[src/rtl/popcount_cxu_pipe_if.sv]
// Request/response bundle for the popcount CXU; the requester takes the master side.
// Zero-width ID fields are carried as one unused bit so the bundle always elaborates.
interface popcount_cxu_pipe_if #(
  parameter int CXU_CXU_ID_W  = 0,
  parameter int CXU_FUNC_ID_W = 0,
  parameter int CXU_DATA_W    = 32,
  parameter int CXU_STATUS_W  = 3
);
  localparam int CXU_W  = (CXU_CXU_ID_W  > 0) ? CXU_CXU_ID_W  : 1;
  localparam int FUNC_W = (CXU_FUNC_ID_W > 0) ? CXU_FUNC_ID_W : 1;

  logic                    req_valid;
  logic [CXU_W-1:0]        req_cxu;
  logic [FUNC_W-1:0]       req_func;
  logic [CXU_DATA_W-1:0]   req_data0;
  logic [CXU_DATA_W-1:0]   req_data1;
  logic                    resp_valid;
  logic [CXU_STATUS_W-1:0] resp_status;
  logic [CXU_DATA_W-1:0]   resp_data;

  modport master (
    output req_valid, req_cxu, req_func, req_data0, req_data1,
    input  resp_valid, resp_status, resp_data
  );

  modport slave (
    input  req_valid, req_cxu, req_func, req_data0, req_data1,
    output resp_valid, resp_status, resp_data
  );
endinterface

[src/rtl/popcount_cxu_pipe.sv]
// Population count of req_data0 through a generated adder tree; 1-cycle latency,
// one request per cycle, no backpressure (every response must be taken).
module popcount_cxu_pipe #(
  parameter int CXU_LI_VERSION = 0,
  parameter int CXU_N_CXUS     = 1,
  parameter int CXU_CXU_ID_W   = 0,
  parameter int CXU_FUNC_ID_W  = 0,
  parameter int CXU_DATA_W     = 32,
  parameter int CXU_STATUS_W   = 3
) (
  input  logic                clk,
  input  logic                rst_n,
  popcount_cxu_pipe_if.slave  cxu
);
  localparam logic [CXU_STATUS_W-1:0] CXU_STATUS_SUCCESS = '0;
  localparam int LEVELS  = $clog2(CXU_DATA_W);
  localparam int COUNT_W = LEVELS + 1;

  if (CXU_DATA_W != 32 && CXU_DATA_W != 64) begin : g_bad_width
    $error("popcount_cxu_pipe: CXU_DATA_W must be 32 or 64");
  end

  // Level k holds DATA_W>>(k+1) partial sums, each k+2 bits wide.
  genvar g_l, g_n;
  for (g_l = 0; g_l < LEVELS; g_l++) begin : g_lvl
    localparam int N = CXU_DATA_W >> (g_l + 1);
    localparam int W = g_l + 2;
    logic [N-1:0][W-1:0] w_sum;
    for (g_n = 0; g_n < N; g_n++) begin : g_node
      if (g_l == 0) begin : g_leaf
        assign w_sum[g_n] = {1'b0, cxu.req_data0[2*g_n]} + {1'b0, cxu.req_data0[2*g_n+1]};
      end else begin : g_add
        assign w_sum[g_n] = {1'b0, g_lvl[g_l-1].w_sum[2*g_n]}
                          + {1'b0, g_lvl[g_l-1].w_sum[2*g_n+1]};
      end
    end
  end

  logic [COUNT_W-1:0]    w_count;
  logic [CXU_DATA_W-1:0] w_result;
  assign w_count  = g_lvl[LEVELS-1].w_sum[0];
  assign w_result = {{(CXU_DATA_W-COUNT_W){1'b0}}, w_count};

  logic w_unused;
  assign w_unused = ^{cxu.req_cxu, cxu.req_func, cxu.req_data1, 1'b0};

  logic                    r_resp_valid;
  logic [CXU_DATA_W-1:0]   r_resp_data;
  logic [CXU_STATUS_W-1:0] r_resp_status;

  // Data and status only load on a valid request so they hold across idle cycles.
  always_ff @(posedge clk or negedge rst_n) begin
    if (!rst_n) begin
      r_resp_valid  <= 1'b0;
      r_resp_data   <= '0;
      r_resp_status <= CXU_STATUS_SUCCESS;
    end else begin
      r_resp_valid <= cxu.req_valid;
      if (cxu.req_valid) begin
        r_resp_data   <= w_result;
        r_resp_status <= CXU_STATUS_SUCCESS;
      end
    end
  end

  assign cxu.resp_valid  = r_resp_valid;
  assign cxu.resp_data   = r_resp_data;
  assign cxu.resp_status = r_resp_status;
endmodule

[src/flat_wrapper.sv]
// flat-port wrapper written by rule: the top's interface ports become plain ports
module popcount_cxu_pipe_flat 
#(
  parameter int CXU_LI_VERSION = 0,
  parameter int CXU_N_CXUS     = 1,
  parameter int CXU_CXU_ID_W   = 0,
  parameter int CXU_FUNC_ID_W  = 0,
  parameter int CXU_DATA_W     = 32,
  parameter int CXU_STATUS_W   = 3
)
  (clk, rst_n, cxu_req_valid, cxu_req_cxu, cxu_req_func, cxu_req_data0, cxu_req_data1, cxu_resp_valid, cxu_resp_status, cxu_resp_data);
  popcount_cxu_pipe_if #(.CXU_CXU_ID_W(CXU_CXU_ID_W), .CXU_FUNC_ID_W(CXU_FUNC_ID_W), .CXU_DATA_W(CXU_DATA_W), .CXU_STATUS_W(CXU_STATUS_W)) cxu_i ();
  input  logic clk;
  input  logic rst_n;
  input wire logic [$bits(cxu_i.req_valid)-1:0] cxu_req_valid;
  input wire logic [$bits(cxu_i.req_cxu)-1:0] cxu_req_cxu;
  input wire logic [$bits(cxu_i.req_func)-1:0] cxu_req_func;
  input wire logic [$bits(cxu_i.req_data0)-1:0] cxu_req_data0;
  input wire logic [$bits(cxu_i.req_data1)-1:0] cxu_req_data1;
  output wire logic [$bits(cxu_i.resp_valid)-1:0] cxu_resp_valid;
  output wire logic [$bits(cxu_i.resp_status)-1:0] cxu_resp_status;
  output wire logic [$bits(cxu_i.resp_data)-1:0] cxu_resp_data;
  assign cxu_i.req_valid = cxu_req_valid;
  assign cxu_i.req_cxu = cxu_req_cxu;
  assign cxu_i.req_func = cxu_req_func;
  assign cxu_i.req_data0 = cxu_req_data0;
  assign cxu_i.req_data1 = cxu_req_data1;
  assign cxu_resp_valid = cxu_i.resp_valid;
  assign cxu_resp_status = cxu_i.resp_status;
  assign cxu_resp_data = cxu_i.resp_data;
  popcount_cxu_pipe #(.CXU_LI_VERSION(CXU_LI_VERSION), .CXU_N_CXUS(CXU_N_CXUS), .CXU_CXU_ID_W(CXU_CXU_ID_W), .CXU_FUNC_ID_W(CXU_FUNC_ID_W), .CXU_DATA_W(CXU_DATA_W), .CXU_STATUS_W(CXU_STATUS_W)) u_core (.clk(clk), .rst_n(rst_n), .cxu(cxu_i));
endmodule
[config.mk]
export PLATFORM = sky130hd
export DESIGN_NAME = popcount_cxu_pipe_flat
export DESIGN_NICKNAME = d
export VERILOG_FILES = /design/src/rtl/popcount_cxu_pipe_if.sv /design/src/rtl/popcount_cxu_pipe.sv /design/src/flat_wrapper.sv
export SDC_FILE = /design/constraint.sdc
export NUM_CORES = 1
export LEC_CHECK = 0
export CAP_MARGIN = 20
export CORE_MARGIN = 5
export CORE_UTILIZATION = 33
export DETAILED_ROUTE_END_ITERATION = 8
export PLACE_DENSITY = 0.87
export RECOVER_POWER = 100
export SYNTH_ARGS = -nofsm -noshare
export SYNTH_HDL_FRONTEND = slang
export SYNTH_SLANG_ARGS = --single-unit
export TNS_END_PERCENT = 30
[constraint.sdc]
create_clock -name clk -period 1.18 [get_ports clk]
set_input_delay 0.295 -clock clk [delete_from_list [all_inputs] [get_ports clk]]
set_output_delay 0.295 -clock clk [all_outputs]
set_load 0.05 [all_outputs]
==> flow_metrics.env <==
export IMPL_critPathLaunchType="input pin"
export IMPL_gp_congestion=0.7786
export IMPL_synth_edf_count=0
export IMPL_track_usage_pct=9.150
export IMPL_ant_nets=0
export IMPL_post_route_period_util_pct=367.9
export IMPL_core_um2=3661
export IMPL_fin_util_pct=46.48
export IMPL_powerDensity_nw_per_um2=3686
export IMPL_synth_top_cell_by_area="fa_1"
export IMPL_required_ns=1.29
export IMPL_violations="setup timing"
export IMPL_skew_ns=0
export IMPL_cts_root_buf="clkbuf_8"
export IMPL_netlist_area_um2=1251
export IMPL_arrival_ns=4.45
export IMPL_peakVddDrop_mv=1.566
export IMPL_grt_remaining_overflow=0
export IMPL_drive_gt1_share_pct=28.32
export IMPL_min_period_ns=4.342
export IMPL_pin_count=105
export IMPL_yosysSeqAreaShare_pct=14.00
export IMPL_synth_cells=123
export IMPL_max_freq_mhz=230.3
export IMPL_cp_end_kind="flip-flop"
export IMPL_start_util_pct=34.18
export IMPL_num_rows=22
export IMPL_fillCellCount=359
export IMPL_htreeDepth=1
export IMPL_routedWlPerCell_um=10.73
export IMPL_setup_viol=6
export IMPL_drt_first_pass_iters=4
export IMPL_post_synth_and_or_nand_nor_area_fraction_pct=4.500
export IMPL_critPathKind="input pin to flip-flop"
export IMPL_synth_top_family_by_area="adder cells"
export IMPL_setup_tns_ns=-18.20
export IMPL_leakage_nw=0.8574
export IMPL_diodes=0
export IMPL_dominantRegCellSynth="dfrtp_1"
export IMPL_mostFrequentLayoutCells="conb_1 (29), inv_1 (24), fa_1 (22)"
export IMPL_cts_max_path_buffers=2
export IMPL_synth_compound_area_share_pct=5.700
export IMPL_critPathMaxFanout=2
export IMPL_antenna_found_initial=0
export IMPL_cts_tree="yes"
export IMPL_yosys_area_top_type_share_pct=38.40
export IMPL_setup_slack_ns=-3.162
export IMPL_status="complete, but fails checks"
export IMPL_fp_dieH_um=71.58
export IMPL_rsz0062_at_grt="yes"
export IMPL_ys_async_sr_fraction_pct=100.0
export IMPL_post_place_ws_ns=-3.909
export IMPL_synth_seq_cells=7
export IMPL_synth_adder_area_share_pct=45.40
export IMPL_placed_area_um2=1720
export IMPL_final_common_cell="conb_1"
export IMPL_dp_hpwl_mm=2.131
export IMPL_clkLatencyLatePin_ns=0.23
export IMPL_drc=0
export IMPL_synth_xor_area_share_pct=0.7000
export IMPL_worstHoldPathType="input pin to async pin"
export IMPL_cts_made_buffers=3
export IMPL_via_count=866
export IMPL_grt_pass1_wl_mm=3.774
export IMPL_die_w_um=71.58
export IMPL_hold_viol_final=0
export IMPL_io_buffer_count=41
export IMPL_finalWirelength_mm=2.372
export IMPL_drt_iter0_drc=7
export IMPL_synthTopCellsByArea="fa_1 (38%), buf_4 (17%), dfrtp_1 (14%)"
export IMPL_path_clk_slew_ns=0.04
export IMPL_fin_area_um2=1702
export IMPL_ys_warnings_count=0
export IMPL_die_area_um2=5123
export IMPL_layout_nets=274
export IMPL_maxCapViolations=0
export IMPL_syn2layout_area_growth_pct=36.00
export IMPL_first_global_vias=900
export IMPL_grt_max_degree=12
export IMPL_muxShareOfSynthArea_pct=1.800
export IMPL_syn_avg_cell_area_um2=10.17
export IMPL_yosysUniqueCellTypes=24
export IMPL_viasPerCell=3.919
export IMPL_cts_hold_buf=0
export IMPL_finalMaxSlewViolations=0
export IMPL_clkSinkCount=7
## per-stage QoR
stage,hold WS (ns),std cells,power (mW)
after CTS,0.3329,222,5.789
after global routing,0.4294,221,6.864
after global placement,0.5240,217,4.946
final,0.3959,221,6.273
after floorplan,-0.0005911,151,3.598
after detailed placement,0.5420,217,5.063
## synthesized netlist by cell type (2+ instances only)
master,instances
dfrtp_1,7
nor2b_1,2
buf_4,29
fa_1,24
nand2_1,2
a211oi_1,2
mux2_2,2
nor2_1,2
ha_1,7
inv_1,31
o21ai_0,2
## report_power, final
group	leakage (nW)	internal, mW	switching (mW)
combinational	0.750	2.67	2.83
sequential	0.0846	0.372	0.0610
clock	0.0228	0.234	0.102
## kinds of logic (layout without fill, tap and decap cells)
logic type	count (synthesis)	after routing
buf+inv	61	83
xor+xnor	1	1
mux	2	2
compound gates	10	10
other cells	1	29
flops	7	7
simple gates	10	10
fa+ha+maj	31	31
## metal layers
layer  GRT usage, %  wire length (um)  vias up
met5              0                 0        -
met4          3.132                 0        0
met3          2.384               167        0
met2          17.14              1383       28
met1          9.833               820      428
li1               -                 -      410
## area by class of cell
| cell class | instances | area (um^2) | share of cell area (%) |
|---|---|---|---|
| sequential | 7 | 175.2 | 10.29 |
| timing repair buffer | 48 | 400.4 | 23.53 |
| tap | 48 | 60.06 | 3.529 |
| clock buffer | 4 | 45.04 | 2.647 |
| multi-input combinational | 83 | 904.6 | 53.16 |
| inverter | 31 | 116.4 | 6.838 |
## final timing paths
kind	from	to	slack (ns)	cells after the start
hold / removal	rst_n	u_core.cxu.resp_data[1]	0.40	1
hold reg to reg	u_core.cxu.resp_data[3]	u_core.cxu.resp_data[3]	0.48	2
setup / recovery	cxu_req_data0[0]	u_core.cxu.resp_data[5]	-3.16	16
max in group asynchronous	rst_n	u_core.cxu.resp_valid	0.55	1
setup reg to reg	u_core.cxu.resp_data[4]	u_core.cxu.resp_data[4]	0.20	3
min in group clk	u_core.cxu.resp_data[3]	u_core.cxu.resp_data[3]	0.48	2
## state kept, by name, summed over array words and instances (netlist names)
| signal | count |
|---|---|
| u_core.cxu.resp_valid | 1 |
| u_core.cxu.resp_data | 6 |
## repair_timing
action | 4_1_cts | 5_1_grt
buffers inserted | 1 | 0
pin swaps | 16 | 14
resized for setup | 63 | 14
cloned | 0 | 0
endpoints found under the setup margin | 6 | 6
## worst max-delay path, cell delays in order
cell and delay (ns):
buf_6 0.07, inv_2 0.03, fa_1 0.54, inv_2 0.04
fa_1 0.53, fa_1 0.45, fa_1 0.50, fa_1 0.51
inv_1 0.05, fa_1 0.49, inv_2 0.05, ha_4 0.16
buf_6 0.12, a211oi_4 0.26, nor2_2 0.08, o31a_1 0.29
No activity file was read; power rests on OpenSTA's default activity.
